**src/rtl/alu_pkg.sv**
```systemverilog
// Shared ALU definitions: op codes, the R0 index and the writeback sequencer states.
package alu_pkg;

  localparam int unsigned CTRL_W = 4;
  localparam int unsigned R0_IDX = 0;

  localparam logic [CTRL_W-1:0] ALU_ADD   = 4'h1;
  localparam logic [CTRL_W-1:0] ALU_SUB   = 4'h2;
  localparam logic [CTRL_W-1:0] ALU_MUL   = 4'h4;
  localparam logic [CTRL_W-1:0] ALU_DIV   = 4'h8;
  localparam logic [CTRL_W-1:0] ALU_ANDI  = 4'hC;
  localparam logic [CTRL_W-1:0] ALU_ORI   = 4'hE;
  localparam logic [CTRL_W-1:0] ALU_ADDNF = 4'hF;

  typedef enum logic [1:0] {
    ST_IDLE  = 2'd0,
    ST_WR_R0 = 2'd1,
    ST_EXC   = 2'd2
  } wb_state_e;

endpackage

```
**src/rtl/alu_op_classify.sv**
```systemverilog
// Decodes an ALU op code into arithmetic / dual-write / register-write classes.
module alu_op_classify
  import alu_pkg::*;
(
  input  logic [CTRL_W-1:0] ctrl,
  output logic              is_arith_c,
  output logic              is_dual_c,
  output logic              is_write_c
);

  always_comb begin
    is_dual_c  = (ctrl == ALU_MUL) || (ctrl == ALU_DIV);
    is_arith_c = is_dual_c || (ctrl == ALU_ADD) || (ctrl == ALU_SUB) || (ctrl == ALU_ADDNF);
    is_write_c = is_arith_c || (ctrl == ALU_ANDI) || (ctrl == ALU_ORI);
  end

endmodule

```
**src/rtl/alu_wb_sequencer.sv**
```systemverilog
// ALU writeback: drives the single register-file write port, serialises the
// Rd/R0 pair of mul/div and parks on arithmetic overflow until acknowledged.
module alu_wb_sequencer
  import alu_pkg::*;
#(
  parameter int unsigned DATA_W  = 16,
  parameter int unsigned ADDR_W  = 4,
  parameter int unsigned R0_ADDR = R0_IDX
) (
  input  logic              clk,
  input  logic              reset,
  input  logic              valid_in,
  input  logic [3:0]        ctrl,
  input  logic [ADDR_W-1:0] rd_addr,
  input  logic [DATA_W-1:0] alu_out,
  input  logic [DATA_W-1:0] alu_r0,
  input  logic              ovf_in,
  input  logic [15:0]       pc_in,
  input  logic              exc_ack,
  output logic              stall,
  output logic              rf_we,
  output logic [ADDR_W-1:0] rf_waddr,
  output logic [DATA_W-1:0] rf_wdata,
  output logic              exc_req,
  output logic [15:0]       exc_pc
);

  localparam logic [ADDR_W-1:0] R0_A = ADDR_W'(R0_ADDR);

  wb_state_e         state_q;
  logic [DATA_W-1:0] r0_q;
  logic              is_arith_c;
  logic              is_dual_c;
  logic              is_write_c;

  alu_op_classify u_classify (
    .ctrl       (ctrl),
    .is_arith_c (is_arith_c),
    .is_dual_c  (is_dual_c),
    .is_write_c (is_write_c)
  );

  // Any non-idle state means upstream must hold its result registers.
  assign stall = (state_q != ST_IDLE);

  always_ff @(posedge clk) begin
    if (!reset) begin
      state_q  <= ST_IDLE;
      r0_q     <= '0;
      rf_we    <= 1'b0;
      rf_waddr <= '0;
      rf_wdata <= '0;
      exc_req  <= 1'b0;
      exc_pc   <= '0;
    end else begin
      case (state_q)
        ST_IDLE: begin
          rf_we <= 1'b0;
          if (valid_in) begin
            if (is_arith_c && ovf_in) begin
              exc_req <= 1'b1;
              exc_pc  <= pc_in;
              state_q <= ST_EXC;
            end else if (is_dual_c && (rd_addr == R0_A)) begin
              // Rd aliases R0: only one write, and the R0 result takes priority.
              rf_we    <= 1'b1;
              rf_waddr <= R0_A;
              rf_wdata <= alu_r0;
            end else if (is_dual_c) begin
              rf_we    <= 1'b1;
              rf_waddr <= rd_addr;
              rf_wdata <= alu_out;
              r0_q     <= alu_r0;
              state_q  <= ST_WR_R0;
            end else if (is_write_c) begin
              rf_we    <= 1'b1;
              rf_waddr <= rd_addr;
              rf_wdata <= alu_out;
            end
          end
        end
        ST_WR_R0: begin
          rf_we    <= 1'b1;
          rf_waddr <= R0_A;
          rf_wdata <= r0_q;
          state_q  <= ST_IDLE;
        end
        ST_EXC: begin
          rf_we <= 1'b0;
          if (exc_ack) begin
            exc_req <= 1'b0;
            state_q <= ST_IDLE;
          end
        end
        default: begin
          rf_we   <= 1'b0;
          state_q <= ST_IDLE;
        end
      endcase
    end
  end

endmodule

```
**config.mk**
```make
export PLATFORM = sky130hd
export DESIGN_NAME = alu_wb_sequencer
export DESIGN_NICKNAME = d
export VERILOG_FILES = /design/src/rtl/alu_pkg.sv /design/src/rtl/alu_op_classify.sv /design/src/rtl/alu_wb_sequencer.sv
export SDC_FILE = /design/constraint.sdc
export NUM_CORES = 1
export LEC_CHECK = 0
export CAP_MARGIN = 15
export CORE_UTILIZATION = 42
export CTS_CLUSTER_DIAMETER = 200
export DETAILED_ROUTE_END_ITERATION = 7
export PLACE_DENSITY = 0.76
export SLEW_MARGIN = 20
export SYNTH_ARGS = -nofsm -noshare
export SYNTH_HDL_FRONTEND = slang
export SYNTH_SLANG_ARGS = --single-unit
export TNS_END_PERCENT = 5
```
**constraint.sdc**
```tcl
create_clock -name clk -period 2.05 [get_ports clk]
set_input_delay 0.41 -clock clk [delete_from_list [all_inputs] [get_ports clk]]
set_output_delay 0.41 -clock clk [all_outputs]
set_load 0.03 [all_outputs]
```
# Word level (Yosys, flattened, before mapping)
# Cells that the tools add are included.
# word_totals
register_bits	56
elab_cells	71
output_inout_bits	39
inputBits	61
# op_classes
reduce_logical	18
n_eq_ne	16
n_bitwise	2
mux	28
# op_table
cell	n
16-bit two-way mux	5
16-bit one-hot mux with 2 select lines	1
4-bit two-way mux	5
4-bit == test, second input constant	4
4-bit AND reduction	3
2-bit two-way mux	5
1-bit two-way mux	8
2-bit inequality test, second input constant	4
4-bit one-hot mux with 2 select lines	1
1-bit logical OR	6
3-bit inequality test, second input constant	2
2-bit nonzero test	3
5-bit AND reduction	1
4-bit by 1-bit == test with 1-bit output, second input constant	1
4-bit by 2-bit == test with 1-bit output, second input constant	1
4-bit by 3-bit == test with 1-bit output, second input constant	1
4-bit logical NOT	1
4-bit inequality test, second input constant	1
1-bit one-hot mux with 2 select lines	2
2-bit one-hot mux with 2 select lines	1
3-bit AND reduction	1
2-bit by 1-bit == test with 1-bit output, second input constant	1
2-bit == test, second input constant	1
1-bit logical AND	2
other kinds (2)	3

# Depth between registers and ports, before layout
# logic_depth
word_depth	13
depth_mapped	7
ltp_nobuf	4

# Modules after synthesis
# Synthesis repeated with hierarchy kept, for this count alone.
# unflattened
hier_cells	282
hier_area_um2	2542.4
# modules_own_cells
module	area_each_um2	n_inst	cells_each	seq_area_each_um2
alu_wb_sequencer	2466.1	1	270	1121.1
alu_op_classify	76.3	1	12	0.0

# Worst setup path before layout
# No wires, ideal clock.
# synth_path
path_type	input to register
from	input port rd_addr[0]
to	register state_q[0]
setup_ns	0.115
required_time_ns	1.935
setup_slack_ns	0.290
path_buffers	3
stages	7
arrival_time_ns	1.645
cell_sequence	or4_1 > buf_2 > nand4_1 > a31oi_1 > buf_6 > buf_6 > and2_1
# synth_via
elab_chain_cells	4
# synth_lines
element	line	text
start: declaration	alu_wb_sequencer.sv:14	input logic [ADDR_W-1:0] rd_addr,
4-bit logical NOT	alu_wb_sequencer.sv:64	end else if (is_dual_c && (rd_addr == R0_A)) begin
1-bit logical AND	alu_wb_sequencer.sv:64	
3-bit inequality test (no source line)	--	
4-bit AND reduction (no source line)	--	
end signal: assignment	alu_wb_sequencer.sv:63	state_q <= ST_EXC;
end signal: assignment	alu_wb_sequencer.sv:74	state_q <= ST_WR_R0;
end signal: assignment	alu_wb_sequencer.sv:86	state_q <= ST_IDLE;
end: declaration	alu_wb_sequencer.sv:30	wb_state_e state_q;
# Every way passes these cells.
# A chain may end at the register's enable or synchronous reset.

# Final worst setup path
# layout_path
from	input port ctrl[0]
to	register rf_wdata[5]
# layout_via
elab_chain_cells	9
elab_cells_between_ends	23
cone_classes	eq/ne (9); mux (5); reduce/logical (9)
# layout_lines
element	line	text
start: declaration	alu_wb_sequencer.sv:13	input logic [3:0] ctrl,
4-bit by 3-bit == test with 1-bit output or 4-bit == test (tied branches)	alu_op_classify.sv:12	is_dual_c = (ctrl == ALU_MUL) || (ctrl == ALU_DIV);
1-bit logical OR	alu_op_classify.sv:12	
1-bit logical OR (3 in series)	alu_op_classify.sv:13	is_arith_c = is_dual_c || (ctrl == ALU_ADD) || (ctrl == ALU_SUB) || (ctrl == ALU_ADDNF);
1-bit logical OR (2 in series)	alu_op_classify.sv:14	is_write_c = is_arith_c || (ctrl == ALU_ANDI) || (ctrl == ALU_ORI);
4-bit inequality test (no source line)	--	
4-bit AND reduction (no source line)	--	
end signal: assignment	alu_wb_sequencer.sv:68	rf_wdata <= alu_r0;
end signal: assignment	alu_wb_sequencer.sv:72	rf_wdata <= alu_out;
end signal: assignment	alu_wb_sequencer.sv:78	rf_wdata <= alu_out;
end: declaration	alu_wb_sequencer.sv:23	output logic [DATA_W-1:0] rf_wdata,
# Parallel ways exist; a longest one is shown, timed or not. The select of a mux whose other input is x is not followed.

==> out/results.tsv <==
metric	value	unit
grt_max_degree	41	
crit_end	rf_wdata[5]	
htreeDepth	2	
via_per_inst	5.41	
synth-warning-count	0	
combPwrFrac	25.0	%
hpwlAfterDp	5400	um
outcome	complete, but fails checks	
syn_area_per_cell	8.79	um2
ys_async_sr_fraction	0	%
worstPathMaxFanout	10	
cp.required	2.30	ns
seq_area_frac_synth	39.7	%
seqPwrFrac	49.4	%
cp-startpoint	ctrl[0]	
irDropWorstVdd	0.000320	V
path_class	input port to flip-flop	
start_util	43.9	%
syn_nets	382	
antenna_found_initial	0	
min_delay_path_depth	2	
max_stage_delay	0.55	ns
drc	5	
switching_share	28.9	%
cts_buffers	5	
synth_cells	321	
synth_top_area_share	39.7	%
core_area	0.00642	mm2
synth_top_area_cell	dfxtp_1	
dr_total_vias	2729	
timing.rr.end	r0_q[5]	
power.share.clock	25.6	%
grt_pass1_wl	12200	um
power_density	569	mW/mm2
max_cap_violations	0	
nets	488	
slew_headroom	58.5	%
first_pass_iters	7	
violations	design-rule violations	
p_int	1.66	mW
yosys-top-cells-count	82 x nand2_1, 56 x dfxtp_1, 48 x mux2i_1	
min_period_over_period	96.0	%
hold_ws	0.461	ns
antenna_left	0	
die_y	84.0	um
synth-seq-cells	56	
wire_per_inst	14.9	um
synth_edf_count	0	
cp.arrival	2.22	ns
synthFlopType	dfxtp_1	
cts.sinks	56	
wl	7490	um
synth_cell_types	38	
ctsHoldBuffers	0	
max_freq	0.508	GHz
worst_skew_pair.late_latency	0.32	ns
clk_pin_slew	0.10	ns
nFillCells	544	
grt_overflow	0	
gp_congestion	0.858	
area_growth	45.5	%
hold_start	exc_pc[9]	
rsz0062_at_grt	false	
tightest_slew	0.617	ns
clockRootBuffer	clkbuf_8	
synth_area_leaders	dfxtp_1 40%, mux2i_1 17%, nand2_1 11%	
start_kind	input port	
drive_gt1_share	13.8	%
post-cts-setup-buffers	0	
syn_area	0.00282	mm2
grt_pass1_vias	2571	
min_path_type	flip-flop to flip-flop	
worstPathCellList	clkdlybuf4s50_1 -> xnor2_1 -> nor4_1 -> o41ai_4 -> buf_4 -> mux2i_1	
drt_iter0_markers	128	
post-route-util	63.9	%
die_width	84.0	um
cts_tree	built	
finalCriticalPeriod	1.97	ns
clock-skew-final	0.00867	ns
rr_worst_depth	5	
r2r_slack	0.47	ns
n_antenna_cell	0	
dieArea	0.00705	mm2
worst_setup_path_end_kind	flip-flop	
synth_most_common_cell	nand2_1	
p_leak	1.66	nW
switchingPower	675	uW
setup-violations-final	0	
hold_violations	0	
gr-usage-all-layers	21.6	%
io_pins	100	
clock_path_buffers	2	
cp_slowest_cell	clkdlybuf4s50_1	
drv_slew	0	
reg2reg_from	state_q[1]	
port_buffers	99	
num_rows	29	
[through the flow]
| step | TNS (ns) | std cells | power, mW | setup WS (ns) | area, um2 |
|---|---|---|---|---|---|
| 3_3_place_gp | -4.16 | 497 | 1.75 | -0.209 | 4020 |
| 5_1_grt | 0 | 504 | 2.44 | 0.00397 | 4100 |
| 6_report | 0 | 504 | 2.34 | 0.0826 | 4100 |
| 4_1_cts | 0 | 504 | 2.35 | 0.0336 | 4100 |
| 2_1_floorplan | 0 | 321 | 1.47 | 0.290 | 2820 |
| 3_5_place_dp | -6.98 | 497 | 1.76 | -0.262 | 4020 |
[per-layer routing]
| metal | part of all wire (%) | vias up | GRT usage (%) |
|---|---|---|---|
| met5 | 0 | - | 0 |
| met4 | 1.1 | 0 | 5.80 |
| met3 | 5.2 | 6 | 4.25 |
| met2 | 50 | 83 | 36.8 |
| met1 | 44 | 1279 | 27.7 |
| li1 | - | 1361 | - |
[placed cells by master, fill, tap and decap left out, types with 2 or more instances in the layout]
cell type         n
inv_1             2
nor2_1            5
a32o_1            4
nand2b_1          2
nand3b_1          2
xnor2_1           2
clkdlybuf4s50_1  97
nand2_1          82
buf_12            3
nor2b_1           2
o31ai_1          16
a31o_2           14
nand4_1          18
clkbuf_8          5
o21ai_0          17
dfxtp_1          56
mux2i_1          48
a31o_1            2
buf_4            27
[state kept, by name (all words and copies together), names as in the netlist]
name      cells
rf_we         1
exc_pc       16
state_q       2
rf_wdata     16
rf_waddr      4
r0_q         16
exc_req       1
[cells by family after synthesis]
logic type,share of synthesized area [%]
and+or+nand+nor,19.5
buffers and inverters,6.08
xor gates and xnor gates,1.20
DFF,39.7
muxes,17.0
AOI/OAI and AO/OA,16.5
[timing repair]
item / in CTS / in global routing
hold endpoints to repair: 0 / 0
gates resized for setup: 0 / 1
endpoints found under the setup margin: 0 / 1
[area by class of cell]
type	instances	area, um2	share of cell area [%]
Sequential cell	56	1120	27.3
Timing Repair Buffer	129	1250	30.5
Tap cell	77	96.3	2.35
Clock buffer	5	68.8	1.68
Multi-Input combinational cell	233	1550	37.7
Clock inverter	2	12.5	0.305
Inverter	2	7.51	0.183
[worst max-delay path: cells and delay by family]
family	cells	cell delay (ns)
mux	1	0.21
simple gates	1	0.12
compound gates	1	0.44
buf+inv	2	0.85
xor+xnor	1	0.17
[worst min path at each step]
stage,end
2_1_floorplan,r0_q[0]
3_3_place_gp,r0_q[9]
3_5_place_dp,r0_q[13]
4_1_cts,r0_q[13]
5_1_grt,r0_q[1]
6_report,exc_pc[9]
[power by group through the flow]
stage          sequential (mW)  combinational [mW]  clock [mW]
2_1_floorplan             1.25               0.222           0
3_3_place_gp              1.18               0.574           0
3_5_place_dp              1.18               0.583           0
4_1_cts                   1.16               0.585       0.611
5_1_grt                   1.16               0.621       0.657
6_report                  1.15               0.583       0.598
Power figures use the tool's default switching activity.
